==> src/rtl/mem_ctrl_pkg.sv <==
// Shared types and encodings for the byte-serial memory controller.
// Access sizes, FSM states and the port tag used by the arbiter and top.
package mem_ctrl_pkg;

  typedef logic [7:0]  mem_byte_t;
  typedef logic [31:0] mem_data_t;
  typedef logic [1:0]  mem_sel_t;

  localparam mem_sel_t MEM_NOP  = 2'b00;
  localparam mem_sel_t MEM_BYTE = 2'b01;
  localparam mem_sel_t MEM_HALF = 2'b10;
  localparam mem_sel_t MEM_WORD = 2'b11;

  typedef enum logic [1:0] {
    McIdle,
    McIssue,
    McDrain,
    McDone
  } mctrl_state_e;

  typedef enum logic {
    PortD,
    PortI
  } mem_port_e;

  // Index of the last byte of an access (N-1); NOP never reaches ISSUE.
  function automatic logic [1:0] sel_last(input mem_sel_t sel);
    logic [1:0] last;
    unique case (sel)
      MEM_HALF: last = 2'd1;
      MEM_WORD: last = 2'd3;
      default:  last = 2'd0;
    endcase
    return last;
  endfunction

endpackage

==> src/rtl/mem_ctrl_arbiter.sv <==
// Fixed-priority select between the data and instruction request ports.
// Data wins; accept is only raised while the controller is idle.
module mem_ctrl_arbiter
  import mem_ctrl_pkg::*;
#(
  parameter int unsigned ADDR_WIDTH = 32
) (
  input  logic                  idle,
  input  logic                  d_req,
  input  logic                  d_we,
  input  mem_sel_t              d_sel,
  input  logic [ADDR_WIDTH-1:0] d_addr,
  input  mem_data_t             d_wdata,
  input  logic                  i_req,
  input  logic [ADDR_WIDTH-1:0] i_addr,
  output logic                  accept,
  output mem_port_e             port,
  output logic                  we,
  output mem_sel_t              sel,
  output logic [ADDR_WIDTH-1:0] addr,
  output mem_data_t             wdata
);

  always_comb begin
    accept = 1'b0;
    port   = PortD;
    we     = 1'b0;
    sel    = MEM_NOP;
    addr   = '0;
    wdata  = '0;
    if (idle && d_req) begin
      accept = 1'b1;
      port   = PortD;
      we     = d_we;
      sel    = d_sel;
      addr   = d_addr;
      wdata  = d_wdata;
    end else if (idle && i_req) begin
      accept = 1'b1;
      port   = PortI;
      sel    = MEM_WORD;
      addr   = i_addr;
    end
  end

endmodule

==> src/rtl/mem_ctrl.sv <==
// Byte-serial memory controller: turns word-level load/store/fetch requests
// into 1/2/4 byte accesses on an 8-bit RAM bus, assembling reads little-endian.
module mem_ctrl
  import mem_ctrl_pkg::*;
#(
  parameter int unsigned ADDR_WIDTH = 32
) (
  input  logic                  clk,
  input  logic                  rst,
  input  logic                  d_req,
  input  logic                  d_we,
  input  logic [1:0]            d_sel,
  input  logic [ADDR_WIDTH-1:0] d_addr,
  input  logic [31:0]           d_wdata,
  output logic [31:0]           d_rdata,
  output logic                  d_done,
  input  logic                  i_req,
  input  logic [ADDR_WIDTH-1:0] i_addr,
  output logic [31:0]           i_rdata,
  output logic                  i_done,
  output logic [ADDR_WIDTH-1:0] ram_addr,
  output logic                  ram_wr,
  output logic [7:0]            ram_wdata,
  input  logic [7:0]            ram_rdata
);

  mctrl_state_e          state_q;
  mem_port_e             port_q;
  logic                  we_q;
  logic [ADDR_WIDTH-1:0] addr_q;
  mem_data_t             wdata_q;
  logic [1:0]            last_q;
  logic [1:0]            cnt_q;
  mem_data_t             rbuf_q;

  logic                  arb_accept;
  mem_port_e             arb_port;
  logic                  arb_we;
  mem_sel_t              arb_sel;
  logic [ADDR_WIDTH-1:0] arb_addr;
  mem_data_t             arb_wdata;

  logic [1:0]            nxt_cnt;
  logic [1:0]            prev_cnt;
  mem_data_t             drain_word;

  mem_ctrl_arbiter #(
    .ADDR_WIDTH(ADDR_WIDTH)
  ) u_arbiter (
    .idle   (state_q == McIdle),
    .d_req  (d_req),
    .d_we   (d_we),
    .d_sel  (d_sel),
    .d_addr (d_addr),
    .d_wdata(d_wdata),
    .i_req  (i_req),
    .i_addr (i_addr),
    .accept (arb_accept),
    .port   (arb_port),
    .we     (arb_we),
    .sel    (arb_sel),
    .addr   (arb_addr),
    .wdata  (arb_wdata)
  );

  always_comb begin
    nxt_cnt  = cnt_q + 2'd1;
    prev_cnt = cnt_q - 2'd1;
    // Final read byte arrives one cycle after the last address was issued.
    drain_word = rbuf_q;
    drain_word[{last_q, 3'b000} +: 8] = ram_rdata;
  end

  always_ff @(posedge clk) begin
    if (rst) begin
      state_q   <= McIdle;
      port_q    <= PortD;
      we_q      <= 1'b0;
      addr_q    <= '0;
      wdata_q   <= '0;
      last_q    <= '0;
      cnt_q     <= '0;
      rbuf_q    <= '0;
      d_rdata   <= '0;
      d_done    <= 1'b0;
      i_rdata   <= '0;
      i_done    <= 1'b0;
      ram_addr  <= '0;
      ram_wr    <= 1'b0;
      ram_wdata <= '0;
    end else begin
      d_done <= 1'b0;
      i_done <= 1'b0;
      unique case (state_q)
        McIdle: begin
          if (arb_accept) begin
            port_q  <= arb_port;
            we_q    <= arb_we;
            addr_q  <= arb_addr;
            wdata_q <= arb_wdata;
            last_q  <= sel_last(arb_sel);
            cnt_q   <= '0;
            rbuf_q  <= '0;
            if (arb_sel == MEM_NOP) begin
              // Only the data port can carry a NOP.
              state_q <= McDone;
              d_done  <= 1'b1;
              d_rdata <= '0;
            end else begin
              state_q   <= McIssue;
              ram_addr  <= arb_addr;
              ram_wr    <= arb_we;
              ram_wdata <= arb_we ? arb_wdata[7:0] : 8'h00;
            end
          end
        end
        McIssue: begin
          if (!we_q && cnt_q != 2'd0) begin
            rbuf_q[{prev_cnt, 3'b000} +: 8] <= ram_rdata;
          end
          if (cnt_q == last_q) begin
            ram_addr  <= '0;
            ram_wr    <= 1'b0;
            ram_wdata <= '0;
            if (we_q) begin
              state_q <= McDone;
              if (port_q == PortD) d_done <= 1'b1;
              else                 i_done <= 1'b1;
            end else begin
              state_q <= McDrain;
            end
          end else begin
            cnt_q     <= nxt_cnt;
            ram_addr  <= addr_q + ADDR_WIDTH'(nxt_cnt);
            ram_wr    <= we_q;
            ram_wdata <= we_q ? wdata_q[{nxt_cnt, 3'b000} +: 8] : 8'h00;
          end
        end
        McDrain: begin
          state_q <= McDone;
          rbuf_q  <= drain_word;
          if (port_q == PortD) begin
            d_done  <= 1'b1;
            d_rdata <= drain_word;
          end else begin
            i_done  <= 1'b1;
            i_rdata <= drain_word;
          end
        end
        McDone: begin
          state_q <= McIdle;
        end
        default: begin
          state_q <= McIdle;
        end
      endcase
    end
  end

endmodule

==> config.mk <==
export PLATFORM = sky130hd
export DESIGN_NAME = mem_ctrl
export DESIGN_NICKNAME = d
export VERILOG_FILES = /design/src/rtl/mem_ctrl_pkg.sv /design/src/rtl/mem_ctrl_arbiter.sv /design/src/rtl/mem_ctrl.sv
export SDC_FILE = /design/constraint.sdc
export NUM_CORES = 1
export LEC_CHECK = 0
export BUFFER_PORTS_ARGS = -buffer_cell sky130_fd_sc_hd__buf_2
export CAP_MARGIN = 5
export CORE_MARGIN = 10
export CORE_UTILIZATION = 51
export CTS_BUF_LIST = sky130_fd_sc_hd__clkbuf_8
export CTS_CLUSTER_DIAMETER = 40
export CTS_CLUSTER_SIZE = 24
export DETAILED_ROUTE_END_ITERATION = 6
export HOLD_SLACK_MARGIN = 0.15
export PLACE_DENSITY = 0.8
export SLEW_MARGIN = 10
export SYNTH_ARGS = -nofsm -noshare
export SYNTH_HDL_FRONTEND = slang
export SYNTH_SLANG_ARGS = --single-unit
==> constraint.sdc <==
create_clock -name clk -period 4.1 [get_ports clk]
set_input_delay 0.82 -clock clk [delete_from_list [all_inputs] [get_ports clk]]
set_output_delay 0.82 -clock clk [all_outputs]
set_load 0.1 [all_outputs]
**Word level (Yosys, flattened, before mapping)**

Cells that the tools add are included.

- ROM bits: 0
- Bits in latches: 0
- Memories: 0
- Bits of input ports: 111
- Word-level logic and storage cells: 106
- Register bits: 211
- Memory bits (writable): 0

- Shifts and indexed selects: 5
- Add/sub/neg operators: 5
- Multiply operators: 0
- Equality and inequality tests: 13
- $lt $le $gt $ge: 0
- Multiplexer cells: 51
- Reduce and logical (&&, ||, !) cells: 17
- Bitwise logic cells: 0
- Div/mod/pow operators: 0

Operators by type and width:

| operator | number |
|---|---|
| $mux W32 | 11 |
| $pmux W32 S2 | 2 |
| $pmux W32 S3 | 1 |
| $bwmux W32 | 2 |
| $shift A8 B7 Y32 const A | 2 |
| $shiftx A8 B7 Y32 | 2 |
| $mux W8 | 5 |
| $add A32 B2 Y32 | 1 |
| $shiftx A32 B6 Y8 | 1 |
| $mux W1 | 16 |
| $pmux W8 S2 | 1 |
| $mux W2 | 7 |
| $ne A2 B2 Y1 const B | 7 |
| $neg A5 Y7 | 2 |
| $reduce_and A3 Y1 | 3 |
| $eq A2 B2 Y1 const B | 4 |
| $pmux W2 S2 | 2 |
| $pmux W2 S4 | 1 |
| $reduce_and A2 Y1 | 3 |
| $reduce_bool A2 Y1 | 3 |
| $logic_not A2 Y1 | 2 |
| $pmux W1 S2 | 2 |
| $reduce_and A4 Y1 | 1 |
| $logic_and A1 B1 Y1 | 3 |
| 7 further kinds | 7 |

**Logic depth before layout (Yosys ltp)**

- Word-level depth: 8
- Mapped depth: 13
- Mapped depth without buffers: 9

**Modules after synthesis**

From an unflattened synthesis, not the netlist that was laid out.

- Cells, all modules: 1330
- Area total of the unflattened synthesis: 10741.6 sq um

By module, submodules not included:

| module | area an instance (sq um) | times used | cells an instance |
|---|---|---|---|
| mem_ctrl | 9994.6 | 1 | 1235 |
| mem_ctrl_arbiter | 747.0 | 1 | 95 |

**Least setup slack after synthesis**

No wires, ideal clock.

- Path kind: reg2reg
- Start: register cnt_q[0]
- End: register ram_addr[16]
- Stages on the path, launching flop included: 14
- Library setup time: 0.060 ns
- Path slack: 0.223 ns
- Arrival: 3.817 ns
- Data required time: 4.040 ns
- Path buffers: 4
- Path through: dfxtp_1 buf_2 buf_1 inv_1 ha_1 buf_1 inv_1 fa_1 and4b_2 clkbuf_1 nand3_1 or3_1 a21oi_1 o221a_2

- Longest elaborated chain between the ends: 4
- Elaborated cells on any way between the ends: 5
- Classes of those cells: 2 x add/sub; 1 x eq/ne; 2 x mux

Ends and longest elaborated chain:

| what | RTL line | source |
|---|---|---|
| start: declaration | mem_ctrl.sv:33 | `logic [1:0] cnt_q;` |
| start signal: assignment | mem_ctrl.sv:133 | `cnt_q <= nxt_cnt;` |
| $add A2 B1 Y2 | mem_ctrl.sv:67 | `nxt_cnt = cnt_q + 2'd1;` |
| $add A32 B2 Y32 | mem_ctrl.sv:134 | `ram_addr <= addr_q + ADDR_WIDTH'(nxt_cnt);` |
| $mux W32 (*) | mem_ctrl.sv:121 | `if (cnt_q == last_q) begin` |
| $pmux W32 S2 (*) | mem_ctrl.sv:94 | `unique case (state_q)` |
| end signal: assignment | mem_ctrl.sv:111 | `ram_addr <= arb_addr;` |
| end signal: assignment | mem_ctrl.sv:134 |  |
| end: declaration | mem_ctrl.sv:21 | `output logic [ADDR_WIDTH-1:0] ram_addr,` |

Every way passes the cells marked *; elsewhere a longest branch is shown, timed or not.
A chain may end at the register's enable or synchronous reset.

**Worst setup path in the final report**

- Start: register state_q[0]
- End: register d_rdata[29]

- Longest elaborated chain between the ends: 7
- Elaborated cells on any way between the ends: 15
- Classes of those cells: 4 x eq/ne; 5 x mux; 6 x reduce/logical

Ends and longest elaborated chain:

| what | RTL line | source |
|---|---|---|
| start: declaration | mem_ctrl.sv:27 | `mctrl_state_e state_q;` |
| start signal: assignment | mem_ctrl.sv:76 | `state_q <= McIdle;` |
| start signal: assignment | mem_ctrl.sv:106 | `state_q <= McDone;` |
| start signal: assignment | mem_ctrl.sv:110 | `state_q <= McIssue;` |
| $logic_not A2 Y1 | mem_ctrl.sv:50, mem_ctrl.sv:94 |  |
| $logic_and A1 B1 Y1 | mem_ctrl_arbiter.sv:38 | `end else if (idle && i_req) begin` |
| $mux W2 | mem_ctrl_arbiter.sv:38 |  |
| $mux W2 | mem_ctrl_arbiter.sv:31 | `if (idle && d_req) begin` |
| $logic_not A2 Y1 | mem_ctrl.sv:104 | `if (arb_sel == MEM_NOP) begin` |
| $ne A2 B2 Y1 (no line) | - |  |
| $reduce_and A4 Y1 (no line) | - |  |
| end signal: assignment | mem_ctrl.sv:144 | `d_rdata <= drain_word;` |
| end: declaration | mem_ctrl.sv:15 | `output logic [31:0] d_rdata,` |

Parallel ways exist; a longest one is shown, timed or not.

==> reports/summary.txt <==
===============================================================================================
Result of the run                                                                  complete, no violations
Via count                                                                                 10270
Syn-to-layout area delta                                                                 18.07%
Gate count of the mapped netlist                                                           1250
Most used cells in the layout excluding fill and tap cells                         sky130_fd_sc_hd__buf_2, sky130_fd_sc_hd__dfxtp_1, sky130_fd_sc_hd__nor2_1, sky130_fd_sc_hd__a21oi_1, sky130_fd_sc_hd__a22oi_1
Hold-critical path depth                                                                      2
Worst Setup Path Type                                                                reg -> reg
Number of instances resized during post-cts repair                                            0
Wire length per cell after detailed routing                                            18.67 um
DRC violations left                                                                           0
Wirelength, routed                                                                     31.65 mm
Commonest register cell after synthesis                                            sky130_fd_sc_hd__dfxtp_1
Sum of negative setup slack                                                                0 ps
FF-to-FF Start                                                                     state_q[0]$_SDFFE_PP0P_
Overflow left after global routing                                                            0
Achievable frequency                                                                  330.3 MHz
Terminating pin of the worst hold path                                             d_rdata[20]$_SDFFE_PP0P_
Arrival time at the worst endpoint                                                      3530 ps
Initial Util                                                                             52.25%
Clock tree from TritonCTS                                                                   yes
Iteration-0 DRC count of the detailed router                                                857
Crit path launch type                                                                      flop
H-Tree Depth                                                                                  1
Post-route core utilization                                                              61.69%
Worst hold path type                                                                 reg -> reg
Total count of max-transition violations in the final report                                  0
Die outline area                                                                    26210 sq um
VDD IR max                                                                          0.0009750 V
Die width                                                                              161.9 um
Count of yosys warnings during synthesis                                                      0
Overall power of the completed layout                                                   8970 uW
Layout net count                                                                           1535
Most common cell after layout, fill and taps aside                                 sky130_fd_sc_hd__buf_2
RSZ-0062 raised after global routing                                                      false
GRT Total Usage                                                                          22.64%
Number of buffers on the longest clock path                                                   3
Worst Setup End Kind                                                                       flop
Launch point of the worst hold path                                                d_rdata[20]$_SDFFE_PP0P_
Cell count after placement                                                                 1639
Core Area                                                                           19650 sq um
Clock sink total                                                                            211
Post-Syn Area                                                                       10270 sq um
Final cycle utilization of the critical path                                             73.84%
Fraction of final layout cells with drive strength greater than 1                        22.28%
Reg-to-reg slack, setup                                                                 1070 ps
HPWL after detailed placement                                                          21.91 mm
Count of pins on the block boundary                                                         218
Standard-cell row count                                                                      51
Async set-or-reset flop fraction in the synthesized netlist                                  0%
Total of flip-flops plus latches after synthesis                                            211
Count of hold-fix buffers inserted at cts                                                     0
Vertical die dimension                                                                 161.9 um
Mean cell area of the mapped netlist                                                8.215 sq um
First drt pass iteration count                                                                5
Crit path time final                                                                    3027 ps
Sequential share of the synthesized area                                                 41.14%
Distinct cell type count of the synthesized netlist                                          60
Capturing point of the worst reg2reg path                                          d_rdata[29]$_SDFFE_PP0P_
Clock tree root driver cell                                                        sky130_fd_sc_hd__clkbuf_8
Synthesized Nets                                                                           1380
WHS                                                                                    453.9 ps
Reg2Reg Depth                                                                                 7
MaxCap Viol Count                                                                             0
Final Hold Viols                                                                              0
Worst slew pin tran                                                                    970.8 ps
Clk Latency, worst-skew pair                                                             580 ps
Pwr Density                                                                        739.9 nW/um^2
Clock input transition at the sequential cells of the worst setup and hold paths          90 ps
Via count of the first global-routing pass                                                 9939
Global-route wire length before repair                                                 50.44 mm
Number of buffers inserted during clock tree synthesis                                       29
Setup repair bufs after CTS                                                                   0
Input/output buffers                                                                        217
Leak pwr                                                                            0.004721 uW
Number of vias per cell after detailed routing                                            6.061
RD Place Congestion                                                                      0.9189
Crit-path max FO                                                                             64
Remaining antenna violation count                                                             0
Maximum number of pins on one net before global-route repair                                131
Count of final setup violators                                                                0
Max Clock Skew                                                                         29.15 ps
Slew headroom                                                                            35.28%
Number of antenna violations at the first check in global routing                             4
WP data required                                                                        4600 ps
Layout Cells excl Fill                                                                     1695
Count of flip-flops with a built-in enable after synthesis                                    0
===============================================================================================
[cells by family (layout without fill, tap and decap cells)]
kind of cell,count (synthesis),count (layout),synth area share (%)
simple gates,423,423,20.84
other cells,0,3,0
fa+ha+maj,19,19,2.388
flops,211,211,41.14
xor+xnor,21,21,1.791
mux,9,9,1.852
buf+inv,134,311,5.130
compound gates,433,433,26.87
[critical path, stage by stage, from the launching register on]
cell                      delay, ps
sky130_fd_sc_hd__dfxtp_1        360
sky130_fd_sc_hd__inv_1          110
sky130_fd_sc_hd__ha_1           310
sky130_fd_sc_hd__nor3b_1        170
sky130_fd_sc_hd__buf_4          160
sky130_fd_sc_hd__or4_2         1140
sky130_fd_sc_hd__or3_1          530
sky130_fd_sc_hd__a21oi_1        150
[sequential cells by signal, summed over array words and instances, names as in the netlist, 2 cells and up]
name       cells
rbuf_q        32
cnt_q          2
i_rdata       32
last_q         2
d_rdata       32
wdata_q       32
ram_wdata      8
addr_q        32
ram_addr      32
state_q        2
[cell usage after synthesis, types with 5 or more instances]
cell	instances	area share [%]
sky130_fd_sc_hd__or4_1	5	0.37
sky130_fd_sc_hd__nor2b_1	66	4.0
sky130_fd_sc_hd__xnor2_1	14	1.2
sky130_fd_sc_hd__dfxtp_1	211	41
sky130_fd_sc_hd__a22o_1	15	1.3
sky130_fd_sc_hd__mux4_2	8	1.8
sky130_fd_sc_hd__and2_1	6	0.37
sky130_fd_sc_hd__clkbuf_1	87	3.2
sky130_fd_sc_hd__a22oi_1	84	6.1
sky130_fd_sc_hd__a211oi_1	35	2.6
sky130_fd_sc_hd__o21a_1	10	0.73
sky130_fd_sc_hd__nor4bb_1	5	0.49
sky130_fd_sc_hd__buf_2	11	0.54
sky130_fd_sc_hd__clkbuf_2	8	0.39
sky130_fd_sc_hd__a221oi_1	17	1.4
sky130_fd_sc_hd__nand4_1	7	0.43
sky130_fd_sc_hd__ha_1	18	2.2
sky130_fd_sc_hd__nand2_1	66	2.4
sky130_fd_sc_hd__inv_1	15	0.55
sky130_fd_sc_hd__o31a_1	5	0.43
sky130_fd_sc_hd__nand3_1	11	0.54
sky130_fd_sc_hd__or3_1	34	2.1
sky130_fd_sc_hd__nor4_1	8	0.49
sky130_fd_sc_hd__nor2_1	145	5.3
sky130_fd_sc_hd__o22ai_1	58	3.5
sky130_fd_sc_hd__nor3_1	44	2.1
sky130_fd_sc_hd__a21oi_1	143	7.0
sky130_fd_sc_hd__o21ai_0	48	2.3
sky130_fd_sc_hd__buf_1	10	0.37
sky130_fd_sc_hd__xor2_1	7	0.60
[layer usage]
| metal | global-route usage [%] | share of wire (%) |
|---|---|---|
| met5 | 0 | 0.025 |
| met4 | 8.644 | 3.4 |
| met3 | 5.662 | 8.9 |
| met2 | 36.99 | 47 |
| met1 | 28.15 | 40 |
[how the worst max path moves through the flow]
stage / startpoint / endpoint / slack (ps) / cells after the start
floorplan: cnt_q[0]$_SDFFE_PP0P_ / ram_addr[16]$_SDFFE_PP0P_ / 220 / 13
global placement: i_req / d_rdata[21]$_SDFFE_PP0P_ / 930 / 6
detailed placement: i_req / d_rdata[29]$_SDFFE_PP0P_ / 820 / 6
CTS: state_q[1]$_SDFFE_PP0P_ / d_rdata[29]$_SDFFE_PP0P_ / 1050 / 7
global route: state_q[1]$_SDFFE_PP0P_ / d_rdata[29]$_SDFFE_PP0P_ / 860 / 7
finish: state_q[0]$_SDFFE_PP0P_ / d_rdata[29]$_SDFFE_PP0P_ / 1070 / 7
[cell type report]
type | count | area, sq um
tap | 265 | 331.6
clock buffer | 30 | 412.9
timing repair buffer | 240 | 1277
multi-input combinational | 905 | 5548
inverter | 18 | 67.56
fill | 1765 | 7530
clock inverter | 23 | 255.2
sequential | 211 | 4224
antenna | 3 | 7.507
[stage by stage]
stage               worst slack, ps  cell area, sq um
finish                         1073             12120
global route                  860.5             12120
CTS                            1053             12120
detailed placement            817.6             11450
global placement              927.1             11450
floorplan                     222.7             10270
[power by group]
| part | internal, uW | switching [uW] | total, uW |
|---|---|---|---|
| Clock | 930 | 936 | 1870 |
| Combinational | 985 | 3370 | 4350 |
| Sequential | 2430 | 318 | 2750 |
Power figures use the tool's default switching activity.
